==> src/rtl/beat_timer_pkg.sv <==
// Shared types and defaults for the MUSIC beat timer.
// Swing timing is enabled by defining BEAT_TIMER_SWING_EN.
package beat_timer_pkg;

  localparam int DEF_CNT_W   = 28;
  localparam int DEF_SPEED_W = 2;
  localparam int DEF_NB_W    = 4;

  typedef enum logic [1:0] {
    ST_IDLE = 2'd0,
    ST_RUN  = 2'd1,
    ST_HOLD = 2'd2
  } state_e;

  // A zero-length beat would never tick, so it becomes one cycle.
  function automatic logic [63:0] clamp_p(input logic [63:0] p);
    return (p == 64'd0) ? 64'd1 : p;
  endfunction

endpackage

==> src/rtl/beat_period_calc.sv <==
// Beat period from the latched length and tempo shift.
// With BEAT_TIMER_SWING_EN, even beats stretch and odd beats shrink by P/4.
module beat_period_calc
  import beat_timer_pkg::*;
#(
  parameter int CNT_W   = DEF_CNT_W,
  parameter int SPEED_W = DEF_SPEED_W
) (
  input  logic [CNT_W-1:0]   beat_len_i,
  input  logic [SPEED_W-1:0] speed_i,
`ifdef BEAT_TIMER_SWING_EN
  input  logic               swing_i,
  input  logic               odd_i,
`endif
  output logic [CNT_W-1:0]   period_o
);

  logic [63:0] base;
  logic [63:0] adj;
  logic [63:0] lim;

  always_comb begin
    base = 64'(beat_len_i >> speed_i);
    adj  = base;
`ifdef BEAT_TIMER_SWING_EN
    if (swing_i) begin
      adj = odd_i ? base - (base >> 2) : base + (base >> 2);
    end
`endif
    // A stretched beat saturates rather than wrapping the counter.
    lim = (64'd1 << CNT_W) - 64'd1;
    if (adj > lim) begin
      adj = lim;
    end
    period_o = CNT_W'(clamp_p(adj));
  end

endmodule

==> src/rtl/beat_timer.sv <==
// Note timer: N beats of P cycles, beat tick and note-done pulses.
// Optional swing input exists only when BEAT_TIMER_SWING_EN is defined.
module beat_timer
  import beat_timer_pkg::*;
#(
  parameter int CNT_W   = DEF_CNT_W,
  parameter int SPEED_W = DEF_SPEED_W,
  parameter int NB_W    = DEF_NB_W
) (
  input  logic               clk,
  input  logic               rst,
  input  logic               start,
  input  logic               stop,
  input  logic               pause,
  input  logic [CNT_W-1:0]   beat_len,
  input  logic [SPEED_W-1:0] speed,
  input  logic [NB_W-1:0]    num_beats,
`ifdef BEAT_TIMER_SWING_EN
  input  logic               swing,
`endif
  output logic               busy,
  output logic               beat_tick,
  output logic               note_done,
  output logic [NB_W-1:0]    beat_idx
);

  state_e             state_q, state_d;
  logic [CNT_W-1:0]   cnt_q, cnt_d;
  logic [NB_W-1:0]    idx_q, idx_d;
  logic [CNT_W-1:0]   len_q, len_d;
  logic [SPEED_W-1:0] spd_q, spd_d;
  logic [NB_W-1:0]    nb_q, nb_d;
  logic               tick_q, tick_d;
  logic               done_q, done_d;
  logic               sw_q, sw_d;
  logic               sw_in;
  logic [CNT_W-1:0]   period;
  logic               running;
  logic               at_end;
  logic               last;

`ifdef BEAT_TIMER_SWING_EN
  assign sw_in = swing;
`else
  assign sw_in = 1'b0;
`endif

  beat_period_calc #(
    .CNT_W   (CNT_W),
    .SPEED_W (SPEED_W)
  ) u_calc (
    .beat_len_i (len_q),
    .speed_i    (spd_q),
`ifdef BEAT_TIMER_SWING_EN
    .swing_i    (sw_q),
    .odd_i      (idx_q[0]),
`endif
    .period_o   (period)
  );

  assign running = (state_q != ST_IDLE);
  assign at_end  = (cnt_q == period - CNT_W'(1));
  assign last    = (idx_q == nb_q - NB_W'(1));

  always_comb begin
    state_d = state_q;
    cnt_d   = cnt_q;
    idx_d   = idx_q;
    len_d   = len_q;
    spd_d   = spd_q;
    nb_d    = nb_q;
    sw_d    = sw_q;
    tick_d  = 1'b0;
    done_d  = 1'b0;
    if (stop) begin
      state_d = ST_IDLE;
      cnt_d   = '0;
      idx_d   = '0;
    end else if (start) begin
      // A restart on the final tick still reports the old note's end.
      if (running && !pause && at_end) begin
        tick_d = 1'b1;
        done_d = last;
      end
      state_d = ST_RUN;
      cnt_d   = '0;
      idx_d   = '0;
      len_d   = beat_len;
      spd_d   = speed;
      nb_d    = (num_beats == '0) ? NB_W'(1) : num_beats;
      sw_d    = sw_in;
    end else if (running) begin
      if (pause) begin
        state_d = ST_HOLD;
      end else begin
        state_d = ST_RUN;
        if (at_end) begin
          tick_d = 1'b1;
          cnt_d  = '0;
          if (last) begin
            done_d  = 1'b1;
            idx_d   = '0;
            state_d = ST_IDLE;
          end else begin
            idx_d = idx_q + NB_W'(1);
          end
        end else begin
          cnt_d = cnt_q + CNT_W'(1);
        end
      end
    end
  end

  always_ff @(posedge clk or posedge rst) begin
    if (rst) begin
      state_q <= ST_IDLE;
      cnt_q   <= '0;
      idx_q   <= '0;
      len_q   <= '0;
      spd_q   <= '0;
      nb_q    <= '0;
      sw_q    <= 1'b0;
      tick_q  <= 1'b0;
      done_q  <= 1'b0;
    end else begin
      state_q <= state_d;
      cnt_q   <= cnt_d;
      idx_q   <= idx_d;
      len_q   <= len_d;
      spd_q   <= spd_d;
      nb_q    <= nb_d;
      sw_q    <= sw_d;
      tick_q  <= tick_d;
      done_q  <= done_d;
    end
  end

  // Busy covers the note_done cycle so it drops the cycle after.
  assign busy      = running | done_q;
  assign beat_tick = tick_q;
  assign note_done = done_q;
  assign beat_idx  = idx_q;

endmodule

==> config.mk <==
export PLATFORM = sky130hd
export DESIGN_NAME = beat_timer
export DESIGN_NICKNAME = d
export VERILOG_FILES = /design/src/rtl/beat_timer_pkg.sv /design/src/rtl/beat_period_calc.sv /design/src/rtl/beat_timer.sv
export SDC_FILE = /design/constraint.sdc
export NUM_CORES = 1
export LEC_CHECK = 0
export BUFFER_PORTS_ARGS = -buffer_cell sky130_fd_sc_hd__buf_4
export CORE_MARGIN = 5
export CORE_UTILIZATION = 39
export CTS_BUF_LIST = sky130_fd_sc_hd__clkbuf_8
export CTS_CLUSTER_DIAMETER = 200
export DETAILED_ROUTE_END_ITERATION = 10
export GPL_TIMING_DRIVEN = 0
export HOLD_SLACK_MARGIN = 0.12
export PLACE_DENSITY = 0.56
export SLEW_MARGIN = 0
export SYNTH_ARGS = -nofsm -noshare
export SYNTH_HDL_FRONTEND = slang
export SYNTH_HIERARCHICAL = 1
export SYNTH_SLANG_ARGS = --single-unit
==> constraint.sdc <==
create_clock -name clk -period 6.05 [get_ports clk]
set_input_delay 0.3025 -clock clk [delete_from_list [all_inputs] [get_ports clk]]
set_output_delay 0.3025 -clock clk [all_outputs]
set_load 0.005 [all_outputs]
* Yosys cells after proc, flatten, opt, wreduce, memory -nomap -nowiden
Index checks and enable logic that the tools add are counted.
** Storage, ports and cells
- Register bits after elaboration :: 70
- Bits of input ports :: 39
- Word-level logic and storage cells :: 63
** Cells by class
- $add $sub $neg :: 4
- Magnitude comparators :: 1
- Equality and inequality tests :: 3
- Shift operators :: 1
- Mux-type cells :: 33
- Bitwise gates (word level) :: 2
- Reduce and logical (&&, ||, !) cells :: 11
** Operators by type and width (number)
- $mux W28 :: 6
- $gt A64 B28 Y1 const B :: 1
- $logic_not A64 Y1 :: 1
- $mux W64 :: 1
- $shr A28 B2 Y64 :: 1
- $add A28 B1 Y28 const B :: 1
- $eq A28 B28 Y1 :: 1
- $mux W4 :: 7
- $sub A28 B1 Y28 const B :: 1
- $mux W1 :: 15
- $mux W2 :: 4
- $reduce_bool A3 Y1 :: 2
- $add A4 B1 Y4 const B :: 1
- $eq A4 B4 Y1 :: 1
- $logic_not A4 Y1 :: 1
- $reduce_and A2 Y1 :: 2
- $sub A4 B1 Y4 const B :: 1
- $ne A3 B3 Y1 const B :: 1
- $reduce_and A3 Y1 :: 1
- $logic_and A1 B1 Y1 :: 2
- $reduce_bool A2 Y1 :: 1
- $logic_not A1 Y1 :: 1
- $not A1 Y1 :: 1
- $or A1 B1 Y1 :: 1

* Longest topological paths before layout
Gate-level depths: netlist of the first run.
- Depth after elaboration :: 12
- Depth in mapped cells :: 19
- Gate-level depth less buffers :: 13

* By module
Netlist of the first run, hierarchy kept.
** Modules (own cells, without submodules)
- beat_timer :: instances 1, cells each 442, area each 4474.3 um^2, sequential area each 1751.7 um^2
- beat_period_calc :: instances 1, cells each 57, area each 773.2 um^2, sequential area each 0.0 um^2

* Worst setup path before layout of the first run
No wires, ideal clock.
- Path type :: flip-flop to flip-flop
- Start :: register spd_q[0]
- End :: register cnt_q[10]
- Setup time :: 0.082 ns
- Arrival :: 4.592 ns
- Required time :: 5.968 ns
- Setup slack :: 1.376 ns
- Cell stages (with the launch flop) :: 19
- Buffers on the path :: 6
- Path through :: dfrtp_1 > buf_6 > buf_2 > buf_1 > mux4_2 > nor4_1 > nand4_1 > o31ai_1 > inv_1 > ha_1 > clkbuf_1 > and3_1 > a2111oi_0 > nor2_1 > and4_1 > and3_1 > buf_6 > buf_12 > nor3_2
** On the way
- Longest elaborated chain between the ends :: 12
** Ends and longest elaborated chain
- from (decl) :: RTL line beat_timer.sv:31 : logic [SPEED_W-1:0] spd_q, spd_d;
- from (signal assigned) :: RTL line beat_timer.sv:130 : spd_q <= spd_d;
- $shr A28 B2 Y64 (*) :: RTL line beat_period_calc.sv:23 : base = 64'(beat_len_i >> speed_i);
- $gt A64 B28 Y1 :: RTL line beat_period_calc.sv:32 : if (adj > lim) begin
- $mux W64 (*) :: RTL line beat_period_calc.sv:32
- $logic_not A64 Y1 :: RTL line beat_timer_pkg.sv:17 : return (p == 64'd0) ? 64'd1 : p;
- $mux W28 (*) :: RTL line beat_timer_pkg.sv:17
- net period[9] :: RTL line beat_timer.sv:37 : logic [CNT_W-1:0] period;
- $sub A28 B1 Y28 (*) :: RTL line beat_timer.sv:62 : assign at_end = (cnt_q == period - CNT_W'(1));
- $eq A28 B28 Y1 (*) :: RTL line beat_timer.sv:62
- $mux W28 (*) :: RTL line beat_timer.sv:97 : if (at_end) begin
- $mux W28 (*) :: RTL line beat_timer.sv:93 : if (pause) begin
- $mux W28 (*) :: RTL line beat_timer.sv:92 : end else if (running) begin
- $mux W28 (*) :: RTL line beat_timer.sv:79 : end else if (start) begin
- $mux W28 (*) :: RTL line beat_timer.sv:75 : if (stop) begin
- to (signal assigned) :: RTL line beat_timer.sv:127 : cnt_q <= cnt_d;
- to (decl) :: RTL line beat_timer.sv:28 : logic [CNT_W-1:0] cnt_q, cnt_d;
Mark *: on every way through the listed nets, which the timed path passes. The rest lies on a longest branch. The select of a mux whose other input is x is not followed.
A chain may end at the register's enable or synchronous reset.

* Worst setup path after layout of the first run
- Start :: register spd_q[0]
- End :: register cnt_q[16]
The elaborated chain is that of the path after synthesis.

==> flow_results.org, run 1 <==
** Outcome
- The flow ran to the end, and the final reports show no timing, DRC or antenna violations.

** Power
- Switching portion of total power :: 0.357
- Net Switching :: between 500 and 600 µW
- Clock group share of total power :: 0.280
- For this design the static power due to leakage is 0.00240 µW.
- PD cells :: between 200 and 300 nW/µm²
- Across the VDD grid, the largest voltage drop is roughly 0.00020 V.
- Of the total power, combinational logic draws 0.372.
- The share of total power dissipated in sequential elements is 0.348.
- Internal power :: between 900 and 1000 µW

** Logic synthesis
- Synthesis instantiated just under 70 different standard cells from the library.
- Mapped cell area :: between 5000 and 6000 µm²
- After synthesis, the share of cell area in mux cells is 0.192.
- The cell count after synthesis came out at about 500.
- Number of flops mapped to enable cells by yosys :: 0
- Parity-gate share of the synthesized area counting xor and xnor cells :: 0.115
- Among all flip-flop cells after synthesis, the most frequent one is sky130_fd_sc_hd__dfrtp_1.
- Main combinational cell family by area after synthesis :: simple AND/OR/NAND/NOR gates
- Compound-cell area share of the yosys netlist :: 0.0794
- Of the synthesized area, sequential elements account for 0.334.
- Synth Area in Adders :: 0.00954
- Synthesized-area fraction occupied by and/or/nand/nor cells :: 0.233
- Share of async-settable or async-resettable flops after synthesis :: 1.00
- Count of yosys warnings during synthesis :: 6
- Number of flip-flops and latches in the synthesized netlist :: 70
- Post-synthesis net count :: between 500 and 600
- After synthesis, the mean cell area works out to 10.5 µm².

** Final layout
- Area of combinational cells with multiple inputs :: between 3000 and 4000 µm²
- Post-layout utilization of the core :: 0.458
- NumNets Final :: around 600
- Fill count :: 1259
- The repair_antennas step left the layout with diodes totalling 0.
- Area Overhead vs Synth :: 15.5%
- Fraction of final layout cells with drive strength greater than 1 :: 0.281
- Registers take around 1800 µm².

** Die
- Std-Cell Core Area :: about 13000 µm²
- For this configuration, the core starts out at a cell density of 0.396.
- The die is approximately 130 µm wide.
- The die covers around 16000 µm².
- Height of the die :: approximately 130 µm
- 46 I/O pins were placed.
- Total number of placement rows :: 42

** Job
- Number of max-capacitance violations reported :: 0

** GRT
- Summed over all layers, the global routing overflow is 0.
- First-pass GRT wire length :: between 20000 and 25000 µm
- The number of global-route vias before repair was 4330.
- Entering global routing, the biggest net connects 71 pins.
- Number of antenna violations at the first check in global routing :: 0
- Total GRT Usage :: 0.181

** Drt
- The final layout contains routed wiring with a total length of 13800 µm.
- Initial DRC count :: 279
- Before antenna repair, the detailed router went through 5 iterations.
- In the final routed layout, each cell accounts on average for ~19 µm.
- In the routed design, unresolved DRC markers number 0.
- In the routed layout, each cell is associated on average with a via count of 5.63.
- The detail route stage leaves a number of antenna-violating nets equal to 0.
- Number of vias in the routed layout :: roughly 4200

** Timing
- Actual transition at the worst max-transition pin :: 0.980 ns
- The final hold violation count was 0.
- Aggregate negative setup slack :: 0 ns
- Period utilization :: 0.909
- Clock Skews :: between 0.015 and 0.02 ns
- Top achievable clock speed :: approximately 180 MHz
- The final max-slew violation count came to 0.
- Fin crit period :: between 5 and 6 ns
- In the post-route analysis, the smallest setup slack over all paths is approximately 0.55 ns.
- Setup violations remaining at the end of the flow were counted as 0.
- RSZ-0062 raised after global routing :: no
- In this run the tightest slew margin relative to its limit is 0.345.

** Setup path
- The critical path is of the register to register type.
- Arrival time worst endpoint :: between 5 and 6 ns
- On the worst path, the slowest cell contributes a delay of ~0.71 ns.
- The cell that appears most often on the critical path is sky130_fd_sc_hd__nand4_1.
- WP data required :: between 6 and 7 ns
- Nature of the critical path endpoint :: register
- Of all nets on the critical path, the largest fanout is 10.
- Among all stages on the critical path, the largest delay is contributed by sky130_fd_sc_hd__mux4_2.
- The signal on the critical path passes through buf_6 -> buf_2 -> buf_1 -> mux4_2 -> nor4_1 -> nand4_1 -> o31ai_2 -> inv_1 -> ha_1 -> clkbuf_1 -> nor2_1 -> a21oi_1 -> a2bb2oi_1 -> a2111oi_0 -> and4_1 -> nand4_1 -> and3_1.
- The worst setup path is launched from a register.

** Clock tree
- CTS placed an instance of sky130_fd_sc_hd__clkbuf_8 at the clock tree root.
- The clock passes through at most 2 buffers.
- Clock-pin slew on the worst setup and hold paths :: ~0.090 ns
- Clock Latency Late Sink :: about 0.37 ns
- Number of levels in the clock H-tree :: 3
- Post-CTS repair timing setup buffer count :: 0
- Counting every sink on the clock net gives 70.
- Clock buffers created by TritonCTS :: 9
- CTS tree :: built

** Worst hold path
- Path category of the worst min-delay check :: input pin to async pin

** Placement
- Detailed Place HPWL :: roughly 11000 µm
- Port buffering added between 40 and 50 buffers.
- Pre-CTS WS :: between 0.06 and 0.07 ns
- Placer's final routability congestion estimate :: 0.916
state kept, by name (all words and copies together), names as in the netlist:
name / count
spd_q: 2
cnt_q: 28
beat_tick: 1
len_q: 28
state_q: 2
note_done: 1
nb_q: 4
beat_idx: 4
area by class of cell:
class	instances	area share
Tap cell	176	0.0363
Inverter	13	0.00846
Clock buffer	10	0.0227
Buffer	24	0.0246
Multi-Input combinational cell	392	0.546
Sequential cell	70	0.289
Timing Repair Buffer	48	0.0590
Clock inverter	6	0.0142
cells in the mapped netlist, types with 5 or more instances:
master                      instances  area [µm²]
sky130_fd_sc_hd__nor4_1             5        31.3
sky130_fd_sc_hd__and3_1            13        81.3
sky130_fd_sc_hd__and2_1             5        31.3
sky130_fd_sc_hd__xor2_1            36         315
sky130_fd_sc_hd__dfrtp_1           70        1750
sky130_fd_sc_hd__nand4_1           14        87.6
sky130_fd_sc_hd__clkbuf_1          15        56.3
sky130_fd_sc_hd__xnor2_1           30         263
sky130_fd_sc_hd__a2111oi_0          5        43.8
sky130_fd_sc_hd__nor3_1            14        70.1
sky130_fd_sc_hd__o21ai_0           15        75.1
sky130_fd_sc_hd__nor2_1            35         131
sky130_fd_sc_hd__or4_1              6        45.0
sky130_fd_sc_hd__nor2b_1            8        50.1
sky130_fd_sc_hd__and4_1             6        52.6
sky130_fd_sc_hd__nand2_1           26        97.6
sky130_fd_sc_hd__a21oi_1            6        30.0
sky130_fd_sc_hd__mux4_2            21         473
sky130_fd_sc_hd__nand3_1           15        75.1
sky130_fd_sc_hd__mux2_2            34         383
sky130_fd_sc_hd__nand2b_1           5        31.3
sky130_fd_sc_hd__inv_1             12        45.0
sky130_fd_sc_hd__nor3_2            20         200
what timing repair did:
item	4_1_cts	5_1_grt
endpoints found under the setup margin	0	28
endpoints found under the hold margin	1	0
resized for setup	0	4
hold buffers	1	0
per-stage QoR:
step	instance area [µm²]	power, µW	cells	hold slack, ns
global placement	5810	1110	720	0.508
detailed placement	5820	1120	722	0.508
finish	6060	1560	739	0.119
floorplan	5250	970	499	0.366
CTS	6050	1570	739	0.124
global route	6060	1650	739	0.129
kinds of logic (layout without fill, tap and decap cells):
kind of cell,after synthesis,after routing
AO/OA/AOI/OAI,58,58
adder cells (fa/ha/maj),4,4
buffers and inverters,37,101
XOR/XNOR,67,67
multiplexers,65,65
AND/OR/NAND/NOR,198,198
flip-flops,70,70
power by group through the flow:
stage / Clock [µW] / Combinational (µW) / Sequential (µW)
final: 435 / 579 / 542
after global routing: 467 / 633 / 548
after floorplan: 0 / 434 / 536
after detailed placement: 0 / 572 / 551
after global placement: 0 / 560 / 550
after CTS: 449 / 575 / 542
routing by layer:
| layer | global-route usage | wire length (µm) |
|---|---|---|
| met1 | 0.244 | 6260 |
| met2 | 0.287 | 6670 |
| met3 | 0.0360 | 618 |
| met4 | 0.0719 | 259 |
| met5 | 0 | 0 |
cells in the final DEF, fill, tap and decap left out, drive strengths merged, types with 24 or more instances in the layout:
cell type  Yosys  final
buf            9     56
clkbuf        15     25
dfrtp         70     70
mux2          37     37
mux4          24     24
nand2         27     27
nor2          35     35
nor3          34     34
xnor2         30     30
xor2          36     36
critical path: cells and delay by family, from the launching register on:
family	cells	cell delay, ns
AOI/OAI and AO/OA	4	1.06
adders and majority gates	1	0.28
buffers and inverters	5	1.43
DFF	1	0.36
muxes	1	0.71
and+or+nand+nor	6	1.53
final timing paths:
kind,slack (ns),to,startpoint,depth (start not counted)
min,0.12,len_q[25],rst,2
max,0.55,cnt_q[16],spd_q[0],17
max reg2reg,0.55,cnt_q[16],spd_q[0],17
min reg2reg,0.53,len_q[0],len_q[0],1
min in group clk,0.15,nb_q[1],num_beats[1],3
max in group asynchronous,5.37,len_q[3],rst,2
Power figures use the tool's default switching activity.
==> inputs of run 2 (changes only) <==
--- a/config.mk
+++ b/config.mk
@@ -13,7 +13,6 @@
 export DETAILED_ROUTE_END_ITERATION = 10
 export GPL_TIMING_DRIVEN = 0
 export HOLD_SLACK_MARGIN = 0.12
-export PLACE_DENSITY = 0.56
 export SLEW_MARGIN = 0
 export SYNTH_ARGS = -nofsm -noshare
 export SYNTH_HDL_FRONTEND = slang
==> flow_results.org, run 2 (synthesized netlist as in run 1, its figures left out) <==
** Outcome
- Outcome: completed (unchanged).

** Timing
- Top achievable clock speed :: 180 MHz (was 182 MHz)
- The minimum clock period came to 5.54 ns (was 5.50 ns).
- The final clock period utilization by the worst path is 0.916 (was 0.909).
- The final setup TNS came to 0 ns (unchanged).
- The transition time at the pin with the least slew margin came to 0.925 ns (was 0.980 ns).
- RSZ-0062 raised after global routing: no (unchanged).
- The final max-slew violation count was 0 (unchanged).
- The worst clock skew was 0.00640 ns (was 0.0168 ns).
- Count of final hold-check violations :: 0 (unchanged)
- Finish-stage setup viols :: 0 (unchanged)
- Slew headroom :: 0.378 (was 0.345)

** Power
- PD cells :: 251 nW/µm² (was 257 nW/µm²)
- Worst ir drop on vdd :: 0.000144 V (was 0.000199 V)
- The relative contribution of combinational cells to total power came to 0.380 (was 0.372).
- The switching share of power was 0.361 (was 0.357).
- Clock group share of total power :: 0.264 (was 0.280)
- Net Switching :: 549 µW (was 556 µW)
- The leakage power figure is 0.00239 µW (was 0.00240 µW).
- Internal power :: 970 µW (was 1000 µW)
- Sequential group share of total power :: 0.357 (was 0.348)

** Job
- The number of maximum-capacitance violations came to 0 (unchanged).

** Drt
- The final routed wirelength across all metal layers was 13100 µm (was 13800 µm).
- The violation count after the first detailed-routing iteration was 205 (was 279).
- The number of iterations in the first detailed-routing pass was 7 (was 5).
- The final antenna-violating net count came to 0 (unchanged).
- Number of vias in the routed layout :: 4168 (was 4163)
- The post-detailed-route DRC marker count came to 0 (unchanged).
- Via density per instance :: 5.64 (was 5.63)
- Per-cell routed wire length :: 17.8 µm (was 18.7 µm)

** Clock tree
- The CTS clock-pin slew for the worst setup and hold paths was 0.08 ns (was 0.09 ns).
- The number of levels in the clock H-tree came to 3 (unchanged).
- The clock latency reported for the late side of the worst-skew pair was 0.35 ns (was 0.37 ns).
- The CTS tree is built (unchanged).
- Post-CTS repair timing setup buffer count :: 0 (unchanged)
- Number of sinks driven by the clock tree :: 70 (unchanged)
- The number of buffers added by the clock tree synthesis step was 9 (unchanged).
- The largest buffer count on any clock path is 2 (unchanged).
- Clock root buffer :: sky130_fd_sc_hd__clkbuf_8 (unchanged)

** Setup path
- The nature of the critical path endpoint is a register (unchanged).
- The cell family with the largest share of critical-path delay is buffers and inverters (was simple AND/OR/NAND/NOR gates).
- The maximum fanout along the worst path came to 10 (unchanged).
- Arrival time worst endpoint :: 5.79 ns (was 5.76 ns)
- The worst-case reg-to-reg path depth was 17 (unchanged).
- Cell-by-cell listing of the critical path: clkbuf_1 -> clkbuf_1 -> buf_2 -> mux4_2 -> nor4_1 -> nand4_1 -> o31ai_2 -> inv_1 -> ha_1 -> clkbuf_1 -> nor2_1 -> a21oi_1 -> a2bb2oi_1 -> a2111oi_0 -> and4_1 -> nand4_1 -> and3_1 (was buf_6 -> buf_2 -> buf_1 -> mux4_2 -> nor4_1 -> nand4_1 -> o31ai_2 -> inv_1 -> ha_1 -> clkbuf_1 -> nor2_1 -> a21oi_1 -> a2bb2oi_1 -> a2111oi_0 -> and4_1 -> nand4_1 -> and3_1).
- The number of cells on the critical path is 17 (unchanged).
- The highest cell delay on the worst timing path came to 0.51 ns (was 0.71 ns).
- The buffer and inverter count on the worst path came to 5 (unchanged).
- Worst setup path class :: register to register (unchanged)
- The data required time of the critical path was 6.30 ns (was 6.31 ns).
- The cell with the largest stage delay on the worst path is sky130_fd_sc_hd__o31ai_2 (was sky130_fd_sc_hd__mux4_2).
- The critical path launch point type was a register (unchanged).
- Most used cell along the critical path :: sky130_fd_sc_hd__clkbuf_1 (was sky130_fd_sc_hd__nand4_1)

** Placement
- Area after DPL :: 5820 µm² (unchanged)
- Port buffer count :: 45 (unchanged)
- The routability-driven placement congestion ratio is 0.934 (was 0.916).
- Detailed Place HPWL :: 10300 µm (was 10600 µm)

** Final layout
- NumNets Final :: 601 (unchanged)
- The number of antenna cells inserted came to 0 (unchanged).
- The final standard cell area without fillers is 6050 µm² (was 6060 µm²).
- The area added between synthesis and finish is 15.2% (was 15.5%).
- Fraction of final layout cells with drive strength greater than 1 :: 0.281 (unchanged)
- Footprint of the flip-flops and latches :: 1750 µm² (unchanged)
- Fill count :: 1296 (was 1259)
- Most frequent cells in the layout :: sky130_fd_sc_hd__dfrtp_1, sky130_fd_sc_hd__buf_4, sky130_fd_sc_hd__xor2_1 (unchanged)
- Area of combinational cells with multiple inputs :: 3310 µm² (unchanged)
- Registers with the most flip-flops: cnt_q: 28 flops, len_q: 28 flops (unchanged).
- Most frequent standard cell in the layout excluding fill and tap cells :: sky130_fd_sc_hd__dfrtp_1 (unchanged)
- The utilization of the core after routing was 0.457 (was 0.458).

** Die
- The floorplan core area was 13200 µm² (unchanged).
- The starting density of the core came to 0.396 (unchanged).
- Boundary pin count :: 46 (unchanged)
- Die Outline Area :: 15900 µm² (unchanged)
- Total number of placement rows :: 42 (unchanged)
- The die span in y is 126 µm (unchanged).
- Overall die width :: 126 µm (unchanged)

** GRT
- Number of global-route vias before repair :: 4335 (was 4330)
- The number of antenna violations at the first check in global routing was 0 (unchanged).
- Largest net degree at the start of global routing :: 71 (unchanged)
- First-pass GRT wire length :: 22300 µm (was 23000 µm)
- GR Overflow Total :: 0 (unchanged)
- The total global routing track utilization is 0.173 (was 0.181).

** Worst hold path
- Path category of the worst min-delay check :: input pin to async pin (unchanged)
[run 2: cell count changes in the layout (fill, tap and decap cells not counted), sizes merged]
cell    before  now
bufinv       2    1
clkbuf      25   26
inv         14   13
clkinv       3    4
[run 2: what timing repair did]
action	in CTS	in global routing
hold endpoints to repair	1	0
hold buffers	1	0
resized for setup	0	2
setup endpoints to repair	0	26
[run 2: layout make-up]
cell class,instances,area share
repair buffers,48,0.0592
plain buffers,24,0.0244
clock buffers,11,0.0250
clock inverters,5,0.00952
inverters,13,0.00849
flip-flops and latches,70,0.290
well taps,176,0.0364
multi-input cells,392,0.547
[run 2: path summary, 6_finish.rpt]
| check | from | end | slack, ns |
|---|---|---|---|
| worst max-delay path | spd_q[1] | cnt_q[16] | 0.51 |
| worst min-delay path | rst | len_q[20] | 0.13 |
| worst max register to register | spd_q[1] | cnt_q[16] | 0.51 |
| worst min register to register | len_q[0] | len_q[0] | 0.53 |
| max in group asynchronous | rst | cnt_q[6] | 5.36 |
| min in group clk | num_beats[1] | nb_q[1] | 0.17 |
[run 2: per-layer routing]
metal	track usage	part of all wire	vias to the layer above
met4	0.0606	0.024	0
met3	0.0284	0.048	24
met2	0.285	0.48	98
li1	-	-	1992
met1	0.232	0.45	2054
met5	0	0	-
[run 2: through the flow]
step | power (µW) | hold slack [ns] | setup WS (ns) | instances
3_5_place_dp | 1120 | 0.506 | 0.234 | 722
4_1_cts | 1520 | 0.155 | 0.206 | 739
3_3_place_gp | 1110 | 0.504 | 0.222 | 720
2_1_floorplan | 970 | 0.366 | 1.38 | 499
6_report | 1520 | 0.129 | 0.509 | 739
5_1_grt | 1610 | 0.153 | 0.117 | 739
[run 2: power by group through the flow]
stage,Sequential [µW],Combinational (µW),Clock (µW)
floorplan,536,434,0
global placement,549,556,0
detailed placement,552,567,0
CTS,543,570,411
global route,550,629,436
finish,542,577,400
[run 2: worst reg2reg max path, cell delays in order (launching register included)]
cell                        delay (ns)
sky130_fd_sc_hd__dfrtp_1          0.45
sky130_fd_sc_hd__clkbuf_1         0.44
sky130_fd_sc_hd__clkbuf_1         0.50
sky130_fd_sc_hd__buf_2            0.37
sky130_fd_sc_hd__mux4_2           0.47
sky130_fd_sc_hd__nor4_1           0.32
sky130_fd_sc_hd__nand4_1          0.16
sky130_fd_sc_hd__o31ai_2          0.51
sky130_fd_sc_hd__inv_1            0.10
sky130_fd_sc_hd__ha_1             0.29
sky130_fd_sc_hd__clkbuf_1         0.28
sky130_fd_sc_hd__nor2_1           0.20
sky130_fd_sc_hd__a21oi_1          0.06
sky130_fd_sc_hd__a2bb2oi_1        0.15
sky130_fd_sc_hd__a2111oi_0        0.29
sky130_fd_sc_hd__and4_1           0.31
sky130_fd_sc_hd__nand4_1          0.25
sky130_fd_sc_hd__and3_1           0.29
==> inputs of run 3 (changes only) <==
--- a/config.mk
+++ b/config.mk
@@ -8,7 +8,6 @@
 export BUFFER_PORTS_ARGS = -buffer_cell sky130_fd_sc_hd__buf_4
 export CORE_MARGIN = 5
 export CORE_UTILIZATION = 39
-export CTS_BUF_LIST = sky130_fd_sc_hd__clkbuf_8
 export CTS_CLUSTER_DIAMETER = 200
 export DETAILED_ROUTE_END_ITERATION = 10
 export GPL_TIMING_DRIVEN = 0
==> flow_results.org, run 3 (synthesized netlist as in run 1, its figures left out) <==
** Clock tree
- The number of clock sinks is 70 (unchanged).
- Clock buffers created by TritonCTS :: 9 (unchanged)
- The clock latency reported for the late side of the worst-skew pair came to 0.34 ns (was 0.35 ns).
- The largest buffer count on any clock path is 2 (unchanged).
- Number of levels in the clock H-tree :: 3 (unchanged)
- CTS tree :: built (unchanged)
- The CTS clock-pin slew for the worst setup and hold paths came to 0.06 ns (was 0.08 ns).
- The total of hold buffers inserted after clock tree synthesis is 0 (was 1).
- The cell at the root of the clock tree was sky130_fd_sc_hd__clkbuf_16 (was sky130_fd_sc_hd__clkbuf_8).

** Timing
- The final max-slew violation count is 0 (unchanged).
- Period utilization :: 0.910 (was 0.916)
- RSZ-0062 raised after global routing :: no (unchanged)
- Worst Slack Setup Final :: 0.543 ns (was 0.509 ns)
- The highest achievable clock rate came to 182 MHz (was 180 MHz).
- Slew headroom :: 0.355 (was 0.378)
- Count of final hold-check violations :: 0 (unchanged)
- The count of final setup violators was 0 (unchanged).
- Fin crit period :: 5.51 ns (was 5.54 ns)
- The worst hold-check slack came to 0.144 ns (was 0.129 ns).
- Clock Skews :: 0.00575 ns (was 0.00640 ns)
- Aggregate negative setup slack :: 0 ns (unchanged)
- The transition time at the pin with the least slew margin is 0.959 ns (was 0.925 ns).

** Placement
- Area after DPL :: 5820 µm² (unchanged)
- Placer's final routability congestion estimate :: 0.934 (unchanged)
- The final HPWL from detailed placement was 10300 µm (unchanged).
- The number of buffers inserted by port buffering came to 45 (unchanged).
- Pre-CTS WS :: 0.234 ns (unchanged)

** Final layout
- Fraction of final layout cells with drive strength greater than 1 :: 0.281 (about the same)
- The area added between synthesis and finish came to 17.0% (was 15.2%).
- Registers with the most flip-flops :: cnt_q: 28 flops, len_q: 28 flops (unchanged)
- Most frequent standard cell in the layout excluding fill and tap cells :: sky130_fd_sc_hd__dfrtp_1 (unchanged)
- The number of nets in the layout came to 600 (was 601).
- The number of antenna cells inserted is 0 (unchanged).
- The final standard cell area without fillers came to 6140 µm² (was 6050 µm²).
- Most frequent cells in the layout :: sky130_fd_sc_hd__dfrtp_1, sky130_fd_sc_hd__buf_4, sky130_fd_sc_hd__xor2_1 (unchanged)
- The number of inserted filler cells in the final layout came to 1288 (was 1296).
- The utilization of the core after routing came to 0.463 (was 0.457).

** Power
- The cell area power density came to 272 nW/µm² (was 251 nW/µm²).
- Reported leakage power :: 0.00243 µW (was 0.00239 µW)
- Worst ir drop on vdd :: 0.000137 V (was 0.000144 V)

** Drt
- Initial DRC count :: 229 (was 205)
- Per-cell routed wire length :: 17.9 µm (was 17.8 µm)
- Antenna Nets Post-Route :: 0 (unchanged)
- Initial DRT Pass Iterations :: 4 (was 7)
- The final routed wirelength across all metal layers was 13200 µm (was 13100 µm).
- The post-detailed-route DRC marker count was 0 (unchanged).
- Number of vias in the routed layout :: 4168 (unchanged)
- The via-per-instance ratio was 5.65 (was 5.64).

** Setup path
- The data arrival time of the critical path came to 5.77 ns (was 5.79 ns).
- The critical path launch point type is a register (unchanged).
- The nature of the critical path endpoint is a register (unchanged).
- WP data required :: 6.31 ns (was 6.30 ns)
- The category of the critical setup timing path was register to register (unchanged).
- The maximum fanout along the worst path is 10 (unchanged).

** Job
- Number of max-capacitance violations reported :: 0 (unchanged)

** GRT
- Total GRT Usage :: 0.175 (was 0.173)
- Number of antenna violations at the first check in global routing :: 0 (unchanged)
- The global route total overflow was 0 (unchanged).
- Largest net degree at the start of global routing :: 71 (unchanged)
- First-pass GRT wire length :: 22400 µm (was 22300 µm)
- Number of global-route vias before repair :: 4333 (was 4335)

** Die
- The die width was 126 µm (unchanged).
- The die outline area was 15900 µm² (unchanged).
- Total number of placement rows :: 42 (unchanged)
- The starting density of the core was 0.396 (unchanged).
- The floorplan core area came to 13200 µm² (unchanged).
- The die span in y was 126 µm (unchanged).
- Boundary pin count :: 46 (unchanged)

** Outcome
- Outcome: completed (unchanged).

** Worst hold path
- Path category of the worst min-delay check :: input pin to async pin (unchanged)
==> run 3: layout make-up <==
class                           instances  area [µm²]  share of cell area
Buffer                                 24         148              0.0241
Clock buffer                           11         253              0.0412
Clock inverter                          5        57.6             0.00938
Inverter                               13        51.3             0.00836
Multi-Input combinational cell        392        3310               0.539
Sequential cell                        70        1750               0.285
Tap cell                              176         220              0.0359
Timing Repair Buffer                   47         348              0.0567
==> run 3: critical path, stage by stage, from the launching register on <==
cell	delay, ns
sky130_fd_sc_hd__dfrtp_1	0.45
sky130_fd_sc_hd__clkbuf_1	0.43
sky130_fd_sc_hd__clkbuf_1	0.49
sky130_fd_sc_hd__buf_2	0.36
sky130_fd_sc_hd__mux4_2	0.46
sky130_fd_sc_hd__nor4_1	0.30
sky130_fd_sc_hd__nand4_1	0.16
sky130_fd_sc_hd__o31ai_2	0.51
sky130_fd_sc_hd__inv_1	0.09
sky130_fd_sc_hd__ha_1	0.29
sky130_fd_sc_hd__clkbuf_1	0.28
sky130_fd_sc_hd__and3_1	0.22
sky130_fd_sc_hd__a2111oi_0	0.40
sky130_fd_sc_hd__nor2_1	0.15
sky130_fd_sc_hd__and4_1	0.19
sky130_fd_sc_hd__and3_1	0.17
sky130_fd_sc_hd__buf_6	0.15
sky130_fd_sc_hd__buf_12	0.15
sky130_fd_sc_hd__nor3_2	0.15
==> run 3: timing repair <==
action,4_1_cts,5_1_grt
setup buffers,0,0
gates resized for setup,0,2
endpoints found under the setup margin,0,26
==> run 3: final timing paths <==
path                           from         to  slack [ns]  depth (start not counted)
max                        spd_q[1]   cnt_q[5]        0.54                         18
min                             rst  len_q[20]        0.14                          2
max reg2reg                spd_q[1]   cnt_q[5]        0.54                         18
min reg2reg                len_q[0]   len_q[0]        0.52                          1
max in group asynchronous       rst   cnt_q[6]        5.35                          2
min in group clk               stop  note_done        0.15                          2
==> run 3: where the power goes <==
group	switching (µW)	internal, µW
clock	208	341
combinational	320	255
sequential	40.3	503
==> run 3: metal layers <==
metal	track usage	part of all wire
met2	0.285	0.49
met3	0.0318	0.044
met1	0.232	0.45
met4	0.0662	0.016
met5	0	0
==> run 3: stage by stage <==
step,std cells,total power [µW]
finish,738,1670
global route,738,1770
CTS,738,1670
detailed placement,722,1120
global placement,720,1110
floorplan,499,970
